`config.mk`:
```
export PLATFORM = sky130hd
export DESIGN_NAME = uart_tx_ctrl
export DESIGN_NICKNAME = d
export VERILOG_FILES = /design/src/rtl/uart_pkg.sv /design/src/rtl/sync_fifo.sv /design/src/rtl/uart_tx_ctrl.sv
export SDC_FILE = /design/constraint.sdc
export NUM_CORES = 1
export LEC_CHECK = 0
export BUFFER_PORTS_ARGS = -buffer_cell sky130_fd_sc_hd__buf_4
export CAP_MARGIN = 20
export CORE_MARGIN = 4
export CORE_UTILIZATION = 31
export DETAILED_ROUTE_END_ITERATION = 10
export GPL_TIMING_DRIVEN = 0
export REMOVE_ABC_BUFFERS = 1
export SLEW_MARGIN = 5
export SYNTH_ARGS = -nofsm -noshare
export SYNTH_HDL_FRONTEND = slang
export SYNTH_SLANG_ARGS = --single-unit
```
`constraint.sdc`:
```
create_clock -name clk -period 3.8 [get_ports clk]
set_input_delay 0.76 -clock clk [delete_from_list [all_inputs] [get_ports clk]]
set_output_delay 0.76 -clock clk [all_outputs]
set_load 0.02 [all_outputs]
```
`src/rtl/uart_pkg.sv`:
```
// Shared types and register map for the UART transmit controller.
package uart_pkg;

  typedef enum logic [1:0] {
    IDLE,
    START,
    SEND
  } tx_ctrl_state_e;

  // Register byte offsets on the load/store bus
  localparam logic [3:0] ADDR_DATA   = 4'h0;
  localparam logic [3:0] ADDR_STATUS = 4'h4;
  localparam logic [3:0] ADDR_CTRL   = 4'h8;

  // STATUS bit positions
  localparam int unsigned STAT_FULL    = 0;
  localparam int unsigned STAT_EMPTY   = 1;
  localparam int unsigned STAT_BUSY    = 2;
  localparam int unsigned STAT_OVF     = 3;
  localparam int unsigned STAT_CNT_LSB = 8;
  localparam int unsigned STAT_CNT_MSB = 15;

  // CTRL bit positions
  localparam int unsigned CTRL_TX_EN  = 0;
  localparam int unsigned CTRL_IRQ_EN = 1;
  localparam int unsigned CTRL_FLUSH  = 2;

endpackage

```
`src/rtl/sync_fifo.sv`:
```
// Single-clock show-ahead FIFO with flush; extra pointer MSB separates full from empty.
module sync_fifo #(
  parameter int unsigned Width = 8,
  parameter int unsigned Depth = 8
) (
  input  logic                       clk,
  input  logic                       rst_n,
  input  logic                       push,
  input  logic                       pop,
  input  logic                       flush,
  input  logic [Width-1:0]           wdata,
  output logic [Width-1:0]           rdata,
  output logic                       full,
  output logic                       empty,
  output logic [$clog2(Depth):0]     count
);

  localparam int unsigned AW = $clog2(Depth);

  logic [Width-1:0] mem [Depth];
  logic [AW:0]      wr_ptr;
  logic [AW:0]      rd_ptr;
  logic             do_push;
  logic             do_pop;

  assign do_push = push && !full;
  assign do_pop  = pop && !empty;

  assign empty = (wr_ptr == rd_ptr);
  assign full  = (wr_ptr[AW] != rd_ptr[AW]) && (wr_ptr[AW-1:0] == rd_ptr[AW-1:0]);
  assign count = wr_ptr - rd_ptr;
  assign rdata = mem[rd_ptr[AW-1:0]];

  // Storage write; contents need no reset since the pointers gate visibility
  always_ff @(posedge clk) begin
    if (do_push) mem[wr_ptr[AW-1:0]] <= wdata;
  end

  // Pointer update; flush discards everything including a same-cycle push
  always_ff @(posedge clk or negedge rst_n) begin
    if (!rst_n) begin
      wr_ptr <= '0;
      rd_ptr <= '0;
    end else if (flush) begin
      wr_ptr <= '0;
      rd_ptr <= '0;
    end else begin
      if (do_push) wr_ptr <= wr_ptr + 1'b1;
      if (do_pop)  rd_ptr <= rd_ptr + 1'b1;
    end
  end

endmodule

```
`src/rtl/uart_tx_ctrl.sv`:
```
// Memory-mapped UART transmit controller: FIFO-buffered bytes, self-timed frames.
module uart_tx_ctrl
  import uart_pkg::*;
#(
  parameter int unsigned ClockFreqHz     = 10000000,
  parameter int unsigned BaudRate        = 9600,
  parameter int unsigned DataBitsSizeInt = 8,
  parameter int unsigned FifoDepth       = 8,
  parameter int unsigned GuardCycles     = 2
) (
  input  logic                       clk,
  input  logic                       rst_n,
  input  logic [3:0]                 bus_addr,
  input  logic                       bus_wr,
  input  logic                       bus_rd,
  input  logic [31:0]                bus_wdata,
  output logic [31:0]                bus_rdata,
  output logic                       tx_write,
  output logic [DataBitsSizeInt-1:0] tx_data,
  output logic                       irq_empty
);

  localparam int unsigned SClkPeriod  = ClockFreqHz / BaudRate;
  localparam int unsigned BitCycles   = SClkPeriod + 1;
  localparam int unsigned FrameCycles = (DataBitsSizeInt + 2) * BitCycles + GuardCycles;
  localparam int unsigned CntW        = $clog2(FrameCycles) + 1;
  localparam int unsigned FifoCntW    = $clog2(FifoDepth) + 1;

  tx_ctrl_state_e             state;
  logic [CntW-1:0]            frame_cnt;
  logic                       tx_en;
  logic                       irq_en;
  logic                       overflow;

  logic                       wr_data, wr_status, wr_ctrl;
  logic                       fifo_push, fifo_pop, fifo_flush;
  logic                       fifo_full, fifo_empty;
  logic [DataBitsSizeInt-1:0] fifo_rdata;
  logic [FifoCntW-1:0]        fifo_count;
  logic                       busy;
  logic [31:0]                status_word;
  logic [31:0]                rd_mux;
  logic                       unused_wdata;

  assign unused_wdata = ^bus_wdata;

  assign wr_data   = bus_wr && (bus_addr == ADDR_DATA);
  assign wr_status = bus_wr && (bus_addr == ADDR_STATUS);
  assign wr_ctrl   = bus_wr && (bus_addr == ADDR_CTRL);

  // Full is judged before any same-cycle pop, so a push into a full FIFO is always dropped
  assign fifo_push  = wr_data && !fifo_full;
  assign fifo_flush = wr_ctrl && bus_wdata[CTRL_FLUSH];
  assign fifo_pop   = (state == IDLE) && tx_en && !fifo_empty;

  assign busy      = (state != IDLE);
  assign irq_empty = fifo_empty && !busy && irq_en;

  sync_fifo #(
    .Width (DataBitsSizeInt),
    .Depth (FifoDepth)
  ) u_fifo (
    .clk   (clk),
    .rst_n (rst_n),
    .push  (fifo_push),
    .pop   (fifo_pop),
    .flush (fifo_flush),
    .wdata (bus_wdata[DataBitsSizeInt-1:0]),
    .rdata (fifo_rdata),
    .full  (fifo_full),
    .empty (fifo_empty),
    .count (fifo_count)
  );

  // Control bits and sticky overflow; a new overflow beats a same-cycle clear
  always_ff @(posedge clk or negedge rst_n) begin
    if (!rst_n) begin
      tx_en    <= 1'b1;
      irq_en   <= 1'b0;
      overflow <= 1'b0;
    end else begin
      if (wr_ctrl) begin
        tx_en  <= bus_wdata[CTRL_TX_EN];
        irq_en <= bus_wdata[CTRL_IRQ_EN];
      end
      if (wr_data && fifo_full) begin
        overflow <= 1'b1;
      end else if (wr_status && bus_wdata[STAT_OVF]) begin
        overflow <= 1'b0;
      end
    end
  end

  // Read mux built from current register state, so a same-cycle write is not yet visible
  always_comb begin
    status_word                           = '0;
    status_word[STAT_FULL]                = fifo_full;
    status_word[STAT_EMPTY]               = fifo_empty;
    status_word[STAT_BUSY]                = busy;
    status_word[STAT_OVF]                 = overflow;
    status_word[STAT_CNT_MSB:STAT_CNT_LSB] = 8'(fifo_count);
    rd_mux                                = '0;
    case (bus_addr)
      ADDR_STATUS: rd_mux = status_word;
      ADDR_CTRL: begin
        rd_mux[CTRL_TX_EN]  = tx_en;
        rd_mux[CTRL_IRQ_EN] = irq_en;
      end
      default: rd_mux = '0;
    endcase
  end

  // Registered read data, one cycle after the strobe
  always_ff @(posedge clk or negedge rst_n) begin
    if (!rst_n) begin
      bus_rdata <= '0;
    end else begin
      bus_rdata <= bus_rd ? rd_mux : '0;
    end
  end

  // Frame sequencer: pop into tx_data, one-cycle start pulse, then count out the frame
  always_ff @(posedge clk or negedge rst_n) begin
    if (!rst_n) begin
      state     <= IDLE;
      tx_write  <= 1'b0;
      tx_data   <= '0;
      frame_cnt <= '0;
    end else begin
      case (state)
        IDLE: begin
          tx_write <= 1'b0;
          if (fifo_pop) begin
            tx_data  <= fifo_rdata;
            tx_write <= 1'b1;
            state    <= START;
          end
        end
        START: begin
          tx_write  <= 1'b0;
          frame_cnt <= CntW'(FrameCycles - 1);
          state     <= SEND;
        end
        SEND: begin
          tx_write <= 1'b0;
          if (frame_cnt == '0) begin
            state <= IDLE;
          end else begin
            frame_cnt <= frame_cnt - 1'b1;
          end
        end
        default: begin
          tx_write <= 1'b0;
          state    <= IDLE;
        end
      endcase
    end
  end

endmodule

```
Yosys cells after proc, flatten, opt, wreduce, memory -nomap -nowiden
Memories as Yosys holds them, arrays and structs flattened. A register that Yosys moved wholly into a read port is not among the register bits.
Index checks and enable logic that the tools add are counted.
{ "classes": {"addsub": 4, "n_eq_ne": 10, "muxes": 18, "n_reduce_logical": 29} }
{ "op_table": {"columns": ["cell", "n"], "rows": [
  ["$mux 32", 1],
  ["$pmux 15 s2", 1],
  ["$mux 4", 4],
  ["$logic_not 15->1", 1],
  ["$mux 15", 1],
  ["$sub 15x1->15 const B", 1],
  ["$logic_and 1x1->1", 14],
  ["$mux 10", 1],
  ["$reduce_bool 2->1", 5],
  ["$add 4x1->4 const B", 2],
  ["$mux 1", 6],
  ["$pmux 2 s3", 1],
  ["$reduce_and 2->1", 3],
  ["$eq 4x3->1 const B", 1],
  ["$eq 4x4->1", 1],
  ["$eq 4x4->1 const B", 1],
  ["$logic_not 1->1", 4],
  ["$logic_not 4->1", 1],
  ["$mux 2", 2],
  ["$ne 2x2->1 const B", 2],
  ["$pmux 2 s2", 1],
  ["$sub 4x4->4", 1],
  ["$eq 3x3->1", 1],
  ["$eq 2x1->1 const B", 1],
  ["other kinds (4)", 4]
]} }
{ "word_totals": {"register_bits": 61, "ram_bits": 64, "in_bits": 40, "word_cells": 71, "memories": 1} }
{ "mem_list": {"columns": ["memory", "words", "word_bits", "read_ports", "rd_clocked_by_memory_dff", "write_ports", "line_no", "text"], "rows": [
  ["u_fifo.mem", 8, 8, 1, 1, 1, "sync_fifo.sv:20", "logic [Width-1:0] mem [Depth];"]
]} }

Longest topological paths before layout
Gate-level depths: netlist (run 1).
{ "depth": {"depth_word": 7, "depth_mapped": 9, "ltp_nobuf": 6} }

Modules after synthesis
Synthesis (run 1) repeated with hierarchy kept, for this count alone.
{ "hier_totals": {"hier_cells": 354, "hier_area_um2": 4927.2} }
{ "modules_own_cells": {"columns": ["module", "n_inst", "cells_each", "area_each_um2", "seq_area_each_um2"], "rows": [
  ["sync_fifo", 1, 177, 3020.4, 2122.0],
  ["uart_tx_ctrl", 1, 177, 1906.8, 927.1]
]} }

Worst setup path after synthesis (run 1)
Ideal clock, no wire load.
{ "synth_path": {"path_type": "flip-flop to flip-flop", "start": "register u_fifo.rd_ptr[1]", "end": "memory u_fifo.mem[2][0], enable pin", "arrival_ns": 2.728, "t_required_ns": 3.402, "path_slack_ns": 0.674, "path_stages_with_launch": 8, "path_buffers": 2, "synth_period_minus_slack_ns": 3.126, "cell_sequence": "dfrtp_1 -> buf_2 -> buf_2 -> inv_1 -> ha_1 -> nand3_1 -> o211ai_1 -> nor4b_1"} }
{ "synth_between": {"elab_chain_cells": 7} }
{ "synth_rtl": {"columns": ["item", "line_no", "text"], "rows": [
  ["start, declared", "sync_fifo.sv:22", "logic [AW:0] rd_ptr;"],
  ["start signal, assigned", "sync_fifo.sv:49", "if (do_pop) rd_ptr <= rd_ptr + 1'b1;"],
  ["$eq 3x3->1 *", "sync_fifo.sv:30", "assign full = (wr_ptr[AW] != rd_ptr[AW]) && (wr_ptr[AW-1:0] == rd_ptr[AW-1:0]);"],
  ["$logic_and 1x1->1 *", "sync_fifo.sv:30", null],
  ["$logic_not 1->1 *", "sync_fifo.sv:26, uart_tx_ctrl.sv:52", null],
  ["$logic_and 1x1->1", "uart_tx_ctrl.sv:52", "assign fifo_push = wr_data && !fifo_full;"],
  ["$logic_and 1x1->1 *", "sync_fifo.sv:26", "assign do_push = push && !full;"],
  ["$mux 1 *", "sync_fifo.sv:36", "if (do_push) mem[wr_ptr[AW-1:0]] <= wdata;"],
  ["$mux 1 (not written as such) *", "sync_fifo.sv:36", null],
  ["end, declared", "sync_fifo.sv:20", null]
]} }
Every way passes the cells marked *; elsewhere a longest branch is shown, timed or not.

Worst setup path in the final report (run 1)
{ "layout_path": {"start": "register u_fifo.rd_ptr[2]", "end": "output port irq_empty"} }
{ "layout_between": {"elab_chain_cells": 3} }
{ "layout_rtl": {"columns": ["item", "line_no", "text"], "rows": [
  ["$eq 4x4->1", "sync_fifo.sv:29", "assign empty = (wr_ptr == rd_ptr);"],
  ["$logic_and 1x1->1 (2 in a row)", "uart_tx_ctrl.sv:57", "assign irq_empty = fifo_empty && !busy && irq_en;"],
  ["end, declared", "uart_tx_ctrl.sv:20", "output logic irq_empty"]
]} }
Every way passes these cells.

==> results.py, run 1 <==
metrics = {
    "clock_tree": {
        "cts_resized": 0,
        "cts_max_path_buffers": 2,
        "cts_made_buffers": 9,
        "cts_tree": "yes",
        "cts.sinks": 109,
        "cts_hold_buf": 0,
        "cts_post_setup_buffers_inserted": 0,
        "root_buffer": "clkbuf_16",
        "clkTransAtPathRegs_ps": 70,
        "h-tree-depth": 3,
        "clkLatencyLatePin_ps": 350,
    },
    "route": {
        "drc_errors": 0,
        "dr.pass1.iters": 5,
        "wirelength_mm": 9.49,
        "ant_nets": 0,
        "drt-wirelength-per-cell_um": 15.6,
        "via_count": 2837,
        "drt_iter0_drc": 125,
        "via_per_inst": 4.67,
    },
    "place": {
        "dp_hpwl_mm": 6.39,
        "gp_congestion": 0.765,
        "dp_cells": 591,
        "io_buffers": 33,
    },
    "setup_path": {
        "critPathRequiredTime_ps": 3040,
        "critical_path_buf_inv_count": 2,
        "criticalPathCategory": "register to output pin",
        "cpMaxStageDelayCell": "dfrtp_1",
        "cp-start-kind": "register",
        "critPathMaxStageDelay_ps": 870,
        "critPathTopFamily": "flip-flops",
        "path_max_fanout": 18,
        "arrival_ps": 2590,
        "crit_path_cell_trace": "inv_1, ha_1, nand3_1, nor2_1, and3_1, buf_4",
        "cp-end-kind": "output pin",
    },
    "yosys": {
        "synth_cell_types": 45,
        "synth_warnings": 0,
        "syn_area_mm2": 0.00484,
        "yosysTopAreaCell": "edfxtp_1",
        "ys_ff_latch": 109,
        "synth_area_leaders": "edfxtp_1, dfrtp_1, mux4_2",
        "synth-compound-area-share": 0.0618,
        "synth_cells": 358,
        "synth-simple-area-share": 0.115,
        "synthXorXnorAreaFrac": 0.0109,
        "avgSynthCellArea_um2": 13.5,
        "synthMuxAreaShare": 0.0998,
        "synth_top_family_by_area": "simple AND/OR/NAND/NOR gates",
        "yosysSeqAreaShare": 0.630,
        "synth_top_area_share": 0.397,
        "synthAdderAreaFrac": 0.0196,
    },
    "final_layout": {
        "multi_input_area_mm2": 0.00162,
        "final_cells": 607,
        "drive_gt1_frac": 0.212,
        "fillers": 1419,
        "regArea_mm2": 0.00305,
        "nets": 438,
        "n_antenna_cell": 0,
        "syn_to_final_growth_pct": 15.5,
    },
    "floorplanning": {
        "start_util": 0.317,
        "die_h_um": 133,
        "num_rows": 45,
        "die_w_um": 133,
        "core_area_mm2": 0.0153,
        "dieArea_mm2": 0.0177,
        "pin_count": 82,
    },
    "global_routing": {
        "grt.overflow.total": 0,
        "antenna_found_initial": 0,
        "grt_pass1_wl_mm": 15.5,
        "grtUsageTotal": 0.113,
        "grt_pass1_vias": 2881,
        "grt_start_max_net_pins": 46,
    },
    "timing": {
        "finalHoldViolations": 0,
        "max_freq_mhz": 298,
        "worstMarginPinSlew_ps": 936,
        "setup_violations": 0,
        "fin_skew_ps": 9.85,
        "period_needed_ps": 3350,
        "slew_viol_final": 0,
        "finalCritPeriodShare": 0.882,
        "rsz0062_at_grt": "false",
        "relSlewSlack": 0.373,
    },
    "pwr": {
        "power.density_mw_per_mm2": 632,
        "power_frac_clock": 0.260,
        "ir_drop_v": 0.000292,
        "p_leak_nw": 2.18,
        "total_power_mw": 3.54,
        "comb_power_share": 0.280,
        "p_int_mw": 2.35,
        "power_switching_mw": 1.19,
        "switching_share": 0.336,
        "sequentialPowerShare": 0.459,
    },
    "status": {
        "status": "finished clean",
    },
    "run": {
        "maxCapViolCount": 0,
    },
    "min_path": {
        "hold_path.class": "primary input to async pin",
    },
}
final timing paths:
path                       slack, ps  depth (start not counted)        startpoint          endpoint
setup / recovery                 450                          6  u_fifo.rd_ptr[2]         irq_empty
hold / removal                   410                          1             rst_n        tx_data[7]
setup reg to reg                 590                          6  u_fifo.rd_ptr[2]  u_fifo.mem[1][6]
hold reg to reg                  480                          1        tx_data[0]        tx_data[0]
max in group asynchronous       2960                          1             rst_n      bus_rdata[1]
min in group clk                 480                          1        tx_data[0]        tx_data[0]
cells by family after synthesis:
group	after synthesis
multiplexers	28
buffers and inverters	54
adder cells (fa/ha/maj)	7
flip-flops	109
AO/OA/AOI/OAI	45
other	1
AND/OR/NAND/NOR	108
XOR/XNOR	6
power groups by stage:
stage	Sequential, mW	Clock [mW]	Combinational, mW
floorplan	1.65	0	0.632
global placement	1.67	0	0.899
detailed placement	1.66	0	1.00
CTS	1.63	0.947	1.01
global route	1.66	1.00	1.11
finish	1.62	0.920	0.991
layout make-up:
cell class	count	share of cell area
clock buffer	9	0.0403
inverter	15	0.0101
timing repair buffer	38	0.0553
clock inverter	7	0.0121
sequential	109	0.545
multi-input combinational	218	0.290
tap	211	0.0472
synth_stat cells:
master,count
a21o_1,8
nor4b_1,2
or3b_2,1
o311ai_0,2
ha_1,6
a211oi_1,2
a31oi_1,2
nor2_1,24
o211ai_1,4
o21bai_1,3
o211a_1,1
mux2i_1,10
or4_1,3
a22oi_1,2
nand2_1,25
a21oi_1,12
inv_1,15
fa_1,1
nand3_1,7
nand4_1,4
or4_4,1
mux4_2,16
clkbuf_1,10
o21ai_0,6
xor2_1,3
dfrtp_1,44
xnor2_1,3
o31ai_1,1
nand2b_1,11
conb_1,1
o41ai_1,1
and3_1,3
buf_2,4
nor3_2,1
o311a_1,1
or3_1,2
dfstp_2,1
mux2_2,2
edfxtp_1,64
nor2b_1,3
buf_4,24
clkbuf_2,1
nor3b_1,4
nor3_1,9
nor4_1,8
per-stage QoR:
step / util / cell area [um2] / hold slack [ps] / setup WS, ps / TNS (ps)
floorplan: - / 4680 / 464 / 546 / 0
global placement: 0.340 / 5190 / 462 / -885 / -25890
detailed placement: 0.347 / 5300 / 469 / 513 / 0
CTS: 0.366 / 5590 / 438 / 364 / 0
global route: 0.366 / 5590 / 460 / 241 / 0
finish: 0.366 / 5590 / 412 / 448 / 0
per-layer routing:
layer	wire (um)	track usage
met2	4590	0.180
met5	0	0
met3	573	0.0262
met1	4160	0.149
met4	163	0.0433
placed cells by master (no fill, tap or decap), types with 3 or more instances in the layout:
master and count:
edfxtp_1 64, dfrtp_1 44, buf_4 36, nand2_1 25, nor2_1 24, conb_1 24
mux4_2 16, inv_1 15, a21oi_1 12, nand2b_1 11, mux2i_1 10, clkbuf_16 9
a21o_1 8, nand3_1 7, nor3_1 6, nor4_1 6, ha_1 6, o21ai_0 5
o211ai_1 4, nor3_2 4, nand4_1 4, xnor2_1 3, nor2b_1 3, xor2_1 3
and3_1 3, nor3b_1 3, or4_1 3, o21bai_1 3
state kept, by name (all words and copies together), names as in the netlist:
| register | flops |
|---|---|
| u_fifo.wr_ptr | 4 |
| irq_en | 1 |
| tx_en | 1 |
| bus_rdata | 8 |
| frame_cnt | 15 |
| state | 2 |
| tx_data | 8 |
| overflow | 1 |
| u_fifo.rd_ptr | 4 |
| tx_write | 1 |
| u_fifo.mem | 64 |
No activity file was read; power rests on OpenSTA's default activity.
==> run 2, diff against run 1 <==
- CELL_PAD_IN_SITES_DETAIL_PLACEMENT: default -> 2
- CELL_PAD_IN_SITES_GLOBAL_PLACEMENT: default -> 2
- CORE_MARGIN: 4 -> default
- PLACE_DENSITY_LB_ADDON: default -> 0.1
- REMOVE_ABC_BUFFERS: 1 -> default
==> run 2 against run 1 <==
Routed wire length increased by 27%. Highest routed layer unchanged. Count of clock-buffer cells in the layout increased by 1. Global-route usage increased by 4.8 points. Register-to-register slack got worse by 220 ps. Final cell count increased by 2.5%. Hold slack got worse by 11 ps. Cell area increased by 3.6%. Via count increased by 7.3%. Die area decreased by 8.8%. Flip-flop and latch count unchanged.
==> results.py, run 2 (same netlist as run 1, synthesis figures left out) <==
metrics = {
    "status": {
        "status": "finished clean",
    },
    "timing": {
        "rsz0062_at_grt": "false",
        "finalHoldViolations": 0,
        "slew_viol_final": 0,
        "max_freq_mhz": 285,
        "relSlewSlack": 0.289,
        "setup_violations": 0,
        "fin_skew_ps": 12.5,
        "period_needed_ps": 3510,
        "tns_ps": 0,
        "worstMarginPinSlew_ps": 1060,
        "finalCritPeriodShare": 0.923,
    },
    "setup_path": {
        "cp-start-kind": "register",
        "arrival_ps": 2750,
        "critPathRequiredTime_ps": 3040,
        "crit_start": "u_fifo.rd_ptr[1]",
        "cp-end-kind": "output pin",
        "path_max_fanout": 10,
        "timing.rr.end": "u_fifo.mem[2][7]",
        "reg2reg_depth": 8,
        "criticalPathCategory": "register to output pin",
        "ff2ff_setup_slack_ps": 370,
        "r2r_start": "u_fifo.rd_ptr[1]",
    },
    "min_path": {
        "hold_path.class": "primary input to async pin",
    },
    "pwr": {
        "comb_power_share": 0.320,
        "switching_share": 0.356,
        "p_int_mw": 2.36,
        "sequentialPowerShare": 0.420,
        "power_switching_mw": 1.30,
        "power.density_mw_per_mm2": 632,
        "p_leak_nw": 2.34,
        "power_frac_clock": 0.259,
        "total_power_mw": 3.66,
        "ir_drop_v": 0.000241,
    },
    "clock_tree": {
        "root_buffer": "clkbuf_16",
        "cts_tree": "yes",
        "cts_max_path_buffers": 2,
        "clkTransAtPathRegs_ps": 90,
        "h-tree-depth": 3,
        "cts.sinks": 109,
        "cts_made_buffers": 9,
        "clkLatencyLatePin_ps": 360,
    },
    "final_layout": {
        "nets": 476,
        "fillers": 1572,
        "multi_input_area_mm2": 0.00164,
        "layout_common_cells": "edfxtp_1, buf_4, dfrtp_1",
        "largest_reg_flops": 64,
        "drive_gt1_frac": 0.256,
        "regArea_mm2": 0.00305,
        "final_common_cell": "edfxtp_1",
        "syn_to_final_growth_pct": 19.8,
        "n_antenna_cell": 0,
    },
    "floorplanning": {
        "dieArea_mm2": 0.0161,
        "num_rows": 45,
        "die_w_um": 127,
        "die_h_um": 127,
        "start_util": 0.318,
        "core_area_mm2": 0.0152,
        "pin_count": 82,
    },
    "global_routing": {
        "grt.overflow.total": 0,
        "grtUsageTotal": 0.161,
        "grt_pass1_wl_mm": 19.0,
        "grt_pass1_vias": 3313,
        "antenna_found_initial": 0,
        "grt_start_max_net_pins": 46,
    },
    "route": {
        "ant_nets": 0,
        "dr.pass1.iters": 4,
        "via_per_inst": 4.89,
        "drt-wirelength-per-cell_um": 19.4,
        "via_count": 3044,
        "wirelength_mm": 12.1,
        "drc_errors": 0,
        "drt_iter0_drc": 137,
    },
    "place": {
        "io_buffers": 33,
        "dp_hpwl_mm": 8.32,
        "gp_congestion": 0.699,
    },
    "run": {
        "maxCapViolCount": 0,
    },
}
run 2: cell type report:
type,count,share of cell area
Multi-Input combinational cell,218,0.283
Buffer,38,0.0412
Timing Repair Buffer,38,0.0492
Clock inverter,6,0.0106
Inverter,15,0.00972
Clock buffer,10,0.0395
Sequential cell,109,0.526
Tap cell,188,0.0406
run 2: repair_timing:
item                                    in CTS  in global routing
setup buffers                                0                  0
endpoints found under the setup margin       0                 28
hold buffers                                 0                  0
gates resized for setup                      0                  3
run 2: per-layer routing:
metal,global-route usage,up-vias,routed length [um]
li1,-,1416,-
met4,0.0462,0,135
met2,0.259,49,5780
met1,0.217,1571,5810
met5,0,-,0
met3,0.0371,8,347
run 2: how the worst max path moves through the flow:
stage	to	slack [ps]	cells past startpoint
detailed placement	u_fifo.mem[2][7]	60	8
finish	irq_empty	290	8
CTS	u_fifo.mem[2][7]	40	8
floorplan	u_fifo.mem[2][0]	670	7
global route	irq_empty	30	8
global placement	u_fifo.mem[2][7]	-950	7
run 2: stage by stage:
stage	worst slack [ps]	hold WS [ps]	std cells	area [um2]	utilization
2_1_floorplan	674	464	381	4930	-
3_3_place_gp	-953	467	602	5410	0.356
3_5_place_dp	63.8	480	607	5490	0.361
4_1_cts	38.9	432	623	5780	0.380
5_1_grt	28.5	438	622	5800	0.381
6_report	293	401	622	5800	0.381
run 2: critical path, cell delays in order, from the launching register on:
cell and delay, ps:
dfrtp_1 360, buf_2 370, buf_2 400, inv_1 140
ha_1 320, nand3_1 230, nor2_1 230, and3_1 180
buf_4 140
run 2: power by group through the flow:
stage / sequential, mW / combinational [mW] / clock, mW
2_1_floorplan: 1.55 / 0.785 / 0
6_report: 1.54 / 1.17 / 0.950
5_1_grt: 1.57 / 1.31 / 1.02
3_3_place_gp: 1.54 / 1.16 / 0
4_1_cts: 1.52 / 1.22 / 0.979
3_5_place_dp: 1.54 / 1.21 / 0
==> run 3, diff against run 2 <==
- clock period: 3.8 -> 4.3 ns (I/O delays scaled with it)
==> run 3 against run 2 <==
Die area did not move. First-iteration DRC count fell by 27%. Global-route usage did not move. Via count fell by 0.20%. Non-clock buffer count rose by 1. Highest routed layer unchanged. Largest cell class unchanged.
==> results.py, run 3 (same netlist as run 1, synthesis figures left out) <==
metrics = {
    "status": {
        "status": "finished clean",
    },
    "final_layout": {
        "drive_gt1_frac": 0.255,
        "fillers": 1575,
        "final_common_cell": "edfxtp_1",
        "fin_util": 0.380,
        "final_cells": 623,
        "largest_reg_flops": 64,
        "layout_common_cells": "edfxtp_1, buf_4, dfrtp_1",
        "syn_to_final_growth_pct": 19.3,
        "finish.instance_area_mm2": 0.00578,
        "regArea_mm2": 0.00305,
        "nets": 477,
        "multi_input_area_mm2": 0.00162,
        "n_antenna_cell": 0,
    },
    "timing": {
        "slew_viol_final": 0,
        "rsz0062_at_grt": "false",
        "finalCritPeriodShare": 0.890,
        "fin_hold_ws_ps": 489,
        "worstMarginPinSlew_ps": 954,
        "finalHoldViolations": 0,
        "tns_ps": 0,
        "fin_skew_ps": 10.7,
        "period_needed_ps": 3830,
        "max_freq_mhz": 261,
        "worst_slack_ps": 475,
        "relSlewSlack": 0.361,
        "setup_violations": 0,
    },
    "setup_path": {
        "cp-end-kind": "output pin",
        "reg2reg_depth": 8,
        "cp-endpoint": "irq_empty",
        "r2r_start": "u_fifo.rd_ptr[2]",
        "cp-start-kind": "register",
        "timing.rr.end": "u_fifo.mem[2][7]",
        "criticalPathCategory": "register to output pin",
        "arrival_ps": 2970,
        "ff2ff_setup_slack_ps": 550,
        "critPathRequiredTime_ps": 3440,
        "crit_start": "u_fifo.rd_ptr[2]",
        "path_max_fanout": 10,
    },
    "route": {
        "via_per_inst": 4.88,
        "via_count": 3038,
        "wirelength_mm": 12.1,
        "dr.pass1.iters": 4,
        "ant_nets": 0,
        "drt-wirelength-per-cell_um": 19.4,
        "drt_iter0_drc": 100,
        "drc_errors": 0,
    },
    "floorplanning": {
        "die_h_um": 127,
        "pin_count": 82,
        "num_rows": 45,
        "core_area_mm2": 0.0152,
        "die_w_um": 127,
        "dieArea_mm2": 0.0161,
        "start_util": 0.318,
    },
    "global_routing": {
        "antenna_found_initial": 0,
        "grt_pass1_vias": 3313,
        "grtUsageTotal": 0.161,
        "grt_start_max_net_pins": 46,
        "grt.overflow.total": 0,
        "grt_pass1_wl_mm": 19.0,
    },
    "pwr": {
        "power.density_mw_per_mm2": 559,
        "p_leak_nw": 2.34,
        "ir_drop_v": 0.000213,
        "total_power_mw": 3.23,
    },
    "place": {
        "place_area_mm2": 0.00549,
        "dp_cells": 607,
        "dp_hpwl_mm": 8.32,
        "post-place-ws_ps": 564,
        "gp_congestion": 0.699,
        "io_buffers": 33,
    },
    "clock_tree": {
        "cts_max_path_buffers": 2,
        "clkLatencyLatePin_ps": 360,
        "cts_tree": "yes",
        "cts_post_setup_buffers_inserted": 0,
        "cts_made_buffers": 9,
        "cts_resized": 0,
        "clkTransAtPathRegs_ps": 80,
        "root_buffer": "clkbuf_16",
        "cts.sinks": 109,
        "h-tree-depth": 3,
        "cts_hold_buf": 0,
    },
    "min_path": {
        "hold_path.class": "register to register",
    },
    "run": {
        "maxCapViolCount": 0,
    },
}
## run 3: cell count changes in the layout (fill, tap and decap cells not counted)
cell      previous run  this run
nor3_2               3         4
nor3_4               1         0
nor4b_4              1         0
nor4_4               1         0
nor4_2               1         2
clkbuf_1            10        11
nor4b_2              0         1
## run 3: worst min-delay path by stage
stage	from	endpoint	cells past startpoint
3_5_place_dp	tx_data[4]	tx_data[4]	1
4_1_cts	tx_data[4]	tx_data[4]	1
3_3_place_gp	tx_data[4]	tx_data[4]	1
2_1_floorplan	frame_cnt[11]	frame_cnt[11]	1
5_1_grt	tx_data[4]	tx_data[4]	1
6_report	tx_data[5]	tx_data[5]	1
## run 3: power by group
| group | switching (mW) | internal (mW) | total, mW |
|---|---|---|---|
| Clock | 0.423 | 0.411 | 0.834 |
| Combinational | 0.605 | 0.450 | 1.05 |
| Sequential | 0.114 | 1.22 | 1.34 |
| Total | 1.14 | 2.08 | 3.23 |
## run 3: final cells by class
type                    instances  share of cell area
inverters                      15             0.00975
plain buffers                  39              0.0420
clock buffers                  10              0.0396
repair buffers                 38              0.0494
multi-input cells             218               0.280
flip-flops and latches        109               0.528
clock inverters                 6              0.0106
well taps                     188              0.0407
## run 3: critical path, cell delays in order (launching register included)
cell      delay, ps
dfrtp_1         330
clkbuf_1        570
buf_2           410
inv_1           140
ha_1            350
nand3_1         240
nor2_1          240
and3_1          180
buf_4           140
## run 3: per-layer routing
metal	GRT usage	wire, um
met5	0	0
met4	0.0462	134
met3	0.0371	411
met2	0.259	5820
met1	0.217	5690
